## src/rtl/vscale_csr_access_stage.sv

```systemverilog
`default_nettype none
// +------------------------------------------------------------------------+
// | Module   : vscale_csr_access_stage                                     |
// | Purpose  : WB-stage front end of the CSR file. Registers CSR commands  |
// |            from DX, performs the RW/RS/RC read-modify-write, flags    |
// |            illegal accesses, returns the old CSR value for rd, and    |
// |            fences DX after interrupt-enable-affecting writes.         |
// | Options  : VSCALE_CSR_STRICT_RO_EN - writes to read-only CSRs         |
// |            (addr[11:10]==2'b11) raise an illegal-instruction request. |
// |            Undefined: such writes are silently dropped.               |
// | Revision : 1.0 - initial release                                       |
// +------------------------------------------------------------------------+
module vscale_csr_access_stage #(
  parameter int XPR_LEN    = 32,
  parameter int CSR_ADDR_W = 12
) (
  input  logic                  clk,
  input  logic                  reset,
  input  logic                  valid_dx,
  input  logic [1:0]            csr_cmd_dx,
  input  logic [CSR_ADDR_W-1:0] csr_addr_dx,
  input  logic [XPR_LEN-1:0]    csr_operand_dx,
  input  logic                  src_zero_dx,
  input  logic                  stall_wb,
  input  logic                  kill_wb,
  input  logic [1:0]            prv,
  input  logic [XPR_LEN-1:0]    csr_rdata,
  input  logic                  csr_defined,
  output logic [CSR_ADDR_W-1:0] csr_addr,
  output logic                  csr_en,
  output logic                  csr_wen,
  output logic [XPR_LEN-1:0]    csr_wdata,
  output logic [XPR_LEN-1:0]    rd_wdata_wb,
  output logic                  illegal_csr_wb,
  output logic                  fence_dx
);

  localparam logic [1:0] c_CMD_NONE = 2'd0;
  localparam logic [1:0] c_CMD_RW   = 2'd1;
  localparam logic [1:0] c_CMD_RS   = 2'd2;
  localparam logic [1:0] c_CMD_RC   = 2'd3;

  localparam logic [CSR_ADDR_W-1:0] c_ADDR_MSTATUS = CSR_ADDR_W'(12'h300);
  localparam logic [CSR_ADDR_W-1:0] c_ADDR_MIE     = CSR_ADDR_W'(12'h304);
  localparam logic [CSR_ADDR_W-1:0] c_ADDR_MIP     = CSR_ADDR_W'(12'h344);

  localparam logic [0:0] c_ST_IDLE  = 1'b0;
  localparam logic [0:0] c_ST_FENCE = 1'b1;

  logic                  valid_wb_q,    valid_wb_d;
  logic [1:0]            cmd_wb_q,      cmd_wb_d;
  logic [CSR_ADDR_W-1:0] addr_wb_q,     addr_wb_d;
  logic [XPR_LEN-1:0]    operand_wb_q,  operand_wb_d;
  logic                  src_zero_wb_q, src_zero_wb_d;
  logic [0:0]            state_q,       state_d;

  logic w_write_req;
  logic w_ro_write;
  logic w_ro_violation;
  logic w_priv_fail;
  logic w_illegal;
  logic w_fence_addr;

  // WB register next state: hold on stall, kill squashes the instruction
  always_comb begin
    valid_wb_d    = valid_wb_q;
    cmd_wb_d      = cmd_wb_q;
    addr_wb_d     = addr_wb_q;
    operand_wb_d  = operand_wb_q;
    src_zero_wb_d = src_zero_wb_q;
    if (!stall_wb) begin
      valid_wb_d    = valid_dx;
      cmd_wb_d      = csr_cmd_dx;
      addr_wb_d     = csr_addr_dx;
      operand_wb_d  = csr_operand_dx;
      src_zero_wb_d = src_zero_dx;
    end
    if (kill_wb) begin
      valid_wb_d = 1'b0;
    end
  end

  // WB register with synchronous reset
  always_ff @(posedge clk) begin
    if (reset) begin
      valid_wb_q    <= 1'b0;
      cmd_wb_q      <= c_CMD_NONE;
      addr_wb_q     <= '0;
      operand_wb_q  <= '0;
      src_zero_wb_q <= 1'b0;
    end else begin
      valid_wb_q    <= valid_wb_d;
      cmd_wb_q      <= cmd_wb_d;
      addr_wb_q     <= addr_wb_d;
      operand_wb_q  <= operand_wb_d;
      src_zero_wb_q <= src_zero_wb_d;
    end
  end

  // Access qualification: RS/RC with a zero source are pure reads
  assign csr_addr    = addr_wb_q;
  assign csr_en      = valid_wb_q & (cmd_wb_q != c_CMD_NONE) & ~kill_wb;
  assign w_write_req = (cmd_wb_q == c_CMD_RW) |
                       (((cmd_wb_q == c_CMD_RS) | (cmd_wb_q == c_CMD_RC)) & ~src_zero_wb_q);
  assign w_ro_write  = w_write_req & (addr_wb_q[CSR_ADDR_W-1 -: 2] == 2'b11);
  assign w_priv_fail = (addr_wb_q[9:8] > prv);

`ifdef VSCALE_CSR_STRICT_RO_EN
  assign w_ro_violation = w_ro_write;
`else
  assign w_ro_violation = 1'b0;
`endif

  assign w_illegal = csr_en & (~csr_defined | w_priv_fail | w_ro_violation);

  // A read-only write is never committed, trapping or not
  assign csr_wen        = csr_en & w_write_req & ~w_illegal & ~w_ro_write & ~stall_wb;
  assign illegal_csr_wb = w_illegal & ~stall_wb;
  assign rd_wdata_wb    = csr_en ? csr_rdata : '0;

  // Read-modify-write data at full operand width
  always_comb begin
    csr_wdata = '0;
    case (cmd_wb_q)
      c_CMD_RW: csr_wdata = operand_wb_q;
      c_CMD_RS: csr_wdata = csr_rdata | operand_wb_q;
      c_CMD_RC: csr_wdata = csr_rdata & ~operand_wb_q;
      default:  csr_wdata = '0;
    endcase
  end

  assign w_fence_addr = (addr_wb_q == c_ADDR_MSTATUS) |
                        (addr_wb_q == c_ADDR_MIE) |
                        (addr_wb_q == c_ADDR_MIP);

  // Fence FSM state register
  always_ff @(posedge clk) begin
    if (reset) begin
      state_q <= c_ST_IDLE;
    end else begin
      state_q <= state_d;
    end
  end

  // Fence FSM next state: one FENCE cycle after an interrupt-state write
  always_comb begin
    state_d = state_q;
    case (state_q)
      c_ST_IDLE:  if (csr_wen & w_fence_addr) state_d = c_ST_FENCE;
      c_ST_FENCE: state_d = c_ST_IDLE;
      default:    state_d = c_ST_IDLE;
    endcase
  end

  // Fence FSM output
  always_comb begin
    fence_dx = (state_q == c_ST_FENCE);
  end

endmodule
`default_nettype wire

```

## config.mk

```make
export PLATFORM = sky130hd
export DESIGN_NAME = vscale_csr_access_stage
export DESIGN_NICKNAME = d
export VERILOG_FILES = /design/src/rtl/vscale_csr_access_stage.sv
export SDC_FILE = /design/constraint.sdc
export NUM_CORES = 1
export LEC_CHECK = 0
export CAP_MARGIN = 20
export CELL_PAD_IN_SITES_DETAIL_PLACEMENT = 1
export CELL_PAD_IN_SITES_GLOBAL_PLACEMENT = 2
export CORE_MARGIN = 2
export CORE_UTILIZATION = 20
export DETAILED_ROUTE_END_ITERATION = 7
export PLACE_DENSITY_LB_ADDON = 0.1
export SLEW_MARGIN = 15
export SYNTH_ARGS = -nofsm -noshare
export SYNTH_HDL_FRONTEND = slang
export SYNTH_SLANG_ARGS = --single-unit
export TNS_END_PERCENT = 10
```

## constraint.sdc

```tcl
create_clock -name clk -period 1.6 [get_ports clk]
set_clock_uncertainty 0.05 [all_clocks]
set_input_delay 0.32 -clock clk [delete_from_list [all_inputs] [get_ports clk]]
set_output_delay 0.32 -clock clk [all_outputs]
set_load 0.01 [all_outputs]
```

# --- After elaboration in Yosys (flattened, before gate mapping) ---
# Index checks and enable logic that the tools add are counted.
op_classes:
  order_cmp: 1
  eq_ne: 7
  mux: 4
  n_bitwise: 26
  reduce_logical: 2
op_table:
  columns: ["cell", "n"]
  rows:
  - ["one-hot mux 32 bit (3 select lines)", 1]
  - ["== test 12 x 10 -> 1 bit, second input constant", 3]
  - ["bitwise AND 32 bit", 1]
  - ["2-to-1 mux 32 bit", 1]
  - ["inverter 32 bit", 1]
  - ["OR 32 bit", 1]
  - ["bitwise AND 1 bit", 11]
  - ["inverter 1 bit", 7]
  - ["== test 2 bit, second input constant", 3]
  - ["OR 1 bit", 5]
  - ["== test 2 x 1 -> 1 bit, second input constant", 1]
  - ["greater-than comparator 2 bit", 1]
  - ["one-hot mux 1 bit (2 select lines)", 1]
  - ["nonzero test 2 bit", 1]
  - ["OR reduction 2 bit", 1]
  - ["2-to-1 mux 1 bit", 1]
word_totals:
  reg_bits: 49
  inputBits: 87
  out_inout_bits: 80
  word_cells: 46

# --- Logic depth before layout (Yosys ltp) ---
logic_depth:
  ltp_word: 11
  ltp_mapped: 5
  mapped_depth_nobuf: 5

# --- Least setup slack after synthesis ---
# OpenSTA, ideal clock, no wires.
synth_timing:
  path_type: "reg-to-output"
  start: "register addr_wb_q[8] (netlist: csr_addr[8])"
  end: "output illegal_csr_wb"
  arrival_time_ns: 1.215
  required_time_ns: 1.230
  path_slack_ns: 0.015
  stages_incl_launch_ff: 5
  n_path_buf: 0
  cell_sequence: "dfxtp_1 > inv_1 > ha_1 > a32oi_1 > and3_1"
synth_between:
  elab_chain_len: 4
synth_rtl:
  columns: ["item", "line", "source"]
  rows:
  - ["from (decl)", "52", "logic [CSR_ADDR_W-1:0] addr_wb_q, addr_wb_d;"]
  - ["from (signal assigned)", "94", "addr_wb_q <= addr_wb_d;"]
  - ["greater-than comparator 2 bit", "106", "assign w_priv_fail = (addr_wb_q[9:8] > prv);"]
  - ["OR 1 bit", "114", "assign w_illegal = csr_en & (~csr_defined | w_priv_fail | w_ro_violation);"]
  - ["bitwise AND 1 bit", "114", null]
  - ["bitwise AND 1 bit", "118", "assign illegal_csr_wb = w_illegal & ~stall_wb;"]
  - ["to (decl)", "34", "output logic illegal_csr_wb,"]
# No other way between the ends.

# --- Final worst setup path ---
layout_timing:
  start: "register cmd_wb_q[1]"
  end: "output illegal_csr_wb"
layout_between:
  elab_chain_len: 5
layout_rtl:
  columns: ["item", "line", "source"]
  rows:
  - ["from (decl)", "51", "logic [1:0] cmd_wb_q, cmd_wb_d;"]
  - ["from (signal assigned)", "87", "cmd_wb_q <= c_CMD_NONE;"]
  - ["from (signal assigned)", "93", "cmd_wb_q <= cmd_wb_d;"]
  - ["nonzero test 2 bit", "102", "assign csr_en = valid_wb_q & (cmd_wb_q != c_CMD_NONE) & ~kill_wb;"]
  - ["bitwise AND 1 bit (2 in series)", "102", null]
  - ["bitwise AND 1 bit", "114", null]
  - ["bitwise AND 1 bit", "118", null]
# No other way between the ends.

==> flow_summary.yaml <==
synth:
  synth-main-ff-cell: "dfxtp_1"
  synthTopCellsByCount: "76 x mux2i_1, 49 x dfxtp_1, 49 x nor2_1, 33 x and3_1, 32 x inv_1"
  synth_xor_area_frac: 0.00306
  synth.top_cell.area_share: 0.343
  yosys.area.top_type: "dfxtp_1"
  syn_nets: 414
  synthArstFlopShare: 0
  ys_ff_latch: 49
  synth_cell_type_count: 27
  synth_compound_area_frac: 0.101
  syn-cell-area_um2: 2860
  synth_edf_count: 0
  yosysSeqAreaShare: 0.343
  synth_area_leaders: "dfxtp_1 34%, mux2i_1 27%, a22o_1 8.6%, and3_1 7.2%, nor2_1 6.4%"
  yosys_warnings: 0
  netlist_instances: 325
  synth.most_common_cell: "mux2i_1"
  synth_top_family_by_area: "multiplexers"
  syn_avg_cell_area_um2: 8.80
  yosys.area_share.simple: 0.178
  synthAdderAreaFrac: 0.00875
  synth_mux_area_frac: 0.266
sta:
  period_needed_ps: 1890
  layout_setup_ws_ps: -286
  fmax_mhz: 530
  worst_slew_pin_slew_ps: 567
  slew_violations: 0
  finalSetupViolations: 67
  fin_hold_ws_ps: 251
  final-hold-violation-count: 0
  maxSlewHeadroom: 0.622
  rsz0062_at_grt: "yes"
  min_period_over_period: 1.18
critical_path:
  crit_type: "reg2out"
  worstReg2RegEnd: "fence_dx"
  path_max_fanout: 5
  cp-startpoint: "cmd_wb_q[1]"
  r2r_cells: 6
  endpoint_kind: "primary output"
  critPathArrivalTime_ps: 1520
  endpoint: "illegal_csr_wb"
  r2r_slack_ps: 130
  crit_required_ps: 1230
  r2r_start: "csr_addr[8]"
  cp-start-kind: "flip-flop"
detailed_routing:
  wl_um: 11800
  drt_iter0_drc: 49
  drc: 0
  via_count: 3110
  antenna_left: 0
  drtPass1Iterations: 4
  vias_per_cell: 4.34
  wl_per_cell_um: 16.5
hold_path:
  hold_path.class: "in2reg"
pwr:
  ir_worst_vdd_mv: 0.365
  power.density_nw_per_um2: 668
  p_total_uw: 3540
  leakage_uw: 0.00270
global_route:
  grt_pass1_vias: 3303
  grt_use_met1: 0.179
  grt_max_degree: 31
  grtUsageMet3: 0.0522
  grt_overflow: 0
  grt_antenna_before_repair: 0
  grt_util_met2: 0.273
  grt_busiest_layer: "met2"
  grt_first_pass_wirelength_um: 17700
  grtUsageTotal: 0.154
flow_run:
  cap_viol_max_count: 0
clock_network:
  cts_root_buf: "clkbuf_16"
  path_clk_slew_ps: 70
  cts_buffers: 5
  cts_tree: "yes"
  clkLatencyLatePin_ps: 300
  htree_levels: 2
  clk_path_buf_depth: 2
  cts.sinks: 49
floorplanning:
  core_area_um2: 13900
  die_w_um: 124
  start_util: 0.205
  die_height_um: 124
  die-area_um2: 15300
  fp-row-count: 43
  ios: 167
layout:
  antenna_cells: 0
  fill_cells: 1635
  drive_gt1_frac: 0.320
  layout.nets: 625
  areaGrowthSynthToFinish_pct: 85.4
place:
  dp_hpwl_um: 8200
  pre_cts_slack_ps: -839
  gp_congestion: 0.724
  numPortBuffers: 166
outcome:
  status: "finished, violations left"
  violations: "negative setup slack"
==> sequential cells by signal, indices dropped and copies added, names as in the netlist <==
name	cells
operand_wb_q	32
valid_wb_q	1
src_zero_wb_q	1
cmd_wb_q	2
fence_dx	1
csr_addr	12
==> per-stage QoR <==
stage | area, um^2 | instances | utilization | TNS (ps)
2_1_floorplan | 2860 | 325 | - | 0
3_3_place_gp | 4970 | 691 | 0.357 | -36540
3_5_place_dp | 4970 | 691 | 0.357 | -37900
4_1_cts | 5140 | 716 | 0.369 | -13610
5_1_grt | 5300 | 717 | 0.381 | -15260
6_report | 5300 | 717 | 0.381 | -11180
==> report_power, final <==
group,total [uW],switching [uW],internal [uW]
combinational,953,390,563
clock,1240,504,741
sequential,1350,57.1,1290
total,3540,951,2590
==> cells by family after synthesis <==
| family | count (synthesis) |
|---|---|
| simple gates | 102 |
| mux | 76 |
| buf+inv | 60 |
| flops | 49 |
| compound gates | 35 |
| fa+ha+maj | 2 |
| xor+xnor | 1 |
==> area by class of cell <==
class                      count  area, um^2  area share
clock buffer                   5         125      0.0236
clock inverter                 3        46.3     0.00873
inverter                      32         120      0.0226
multi-input combinational    216        1690       0.319
sequential                    49         995       0.188
tap                          180         225      0.0425
timing repair buffer         232        2100       0.396
==> metal layers <==
layer  vias to the layer above  wire length [um]
met1                      1470              4940
met5                         -                 0
met3                         7               906
met4                         0               112
met2                        90              5880
li1                       1543                 -
==> worst min-delay path by stage <==
stage	start	slack, ps	cells past startpoint	end
floorplan	kill_wb	350	1	valid_wb_q
global placement	src_zero_wb_q	430	2	src_zero_wb_q
detailed placement	src_zero_wb_q	460	2	src_zero_wb_q
CTS	kill_wb	230	2	valid_wb_q
global route	kill_wb	250	2	valid_wb_q
finish	kill_wb	250	2	valid_wb_q
==> critical path, cell delays in order, from the launching register on <==
cell and delay, ps:
dfxtp_4 370, or2_4 280, buf_6 120, and2_4 150
and3_4 170, buf_6 110
==> repair_timing <==
item	CTS	global route
hold buffers	0	0
pin swaps	16	24
endpoints found under the setup margin	76	72
setup buffers	11	0
cloned	6	2
resized for setup	306	57
==> cells in the final DEF (no fill, tap or decap), types with 2 or more instances in the layout <==
cell type        instances
buf_6                   31
inv_1                   30
dlygate4sd2_1           11
inv_2                    2
buf_12                   3
clkdlybuf4s50_1         81
clkbuf_16                7
buf_2                   49
o21ai_1                  4
nor2_1                  49
dfxtp_2                  2
nor4_1                   2
dlymetal6s2s_1           4
buf_8                    2
and3_1                  20
dfxtp_4                  3
and3_4                  13
mux2i_1                 76
dfxtp_1                 44
nand2_1                  9
buf_16                   2
buf_4                   46
a22o_1                  28
No activity file was read; power rests on OpenSTA's default activity.
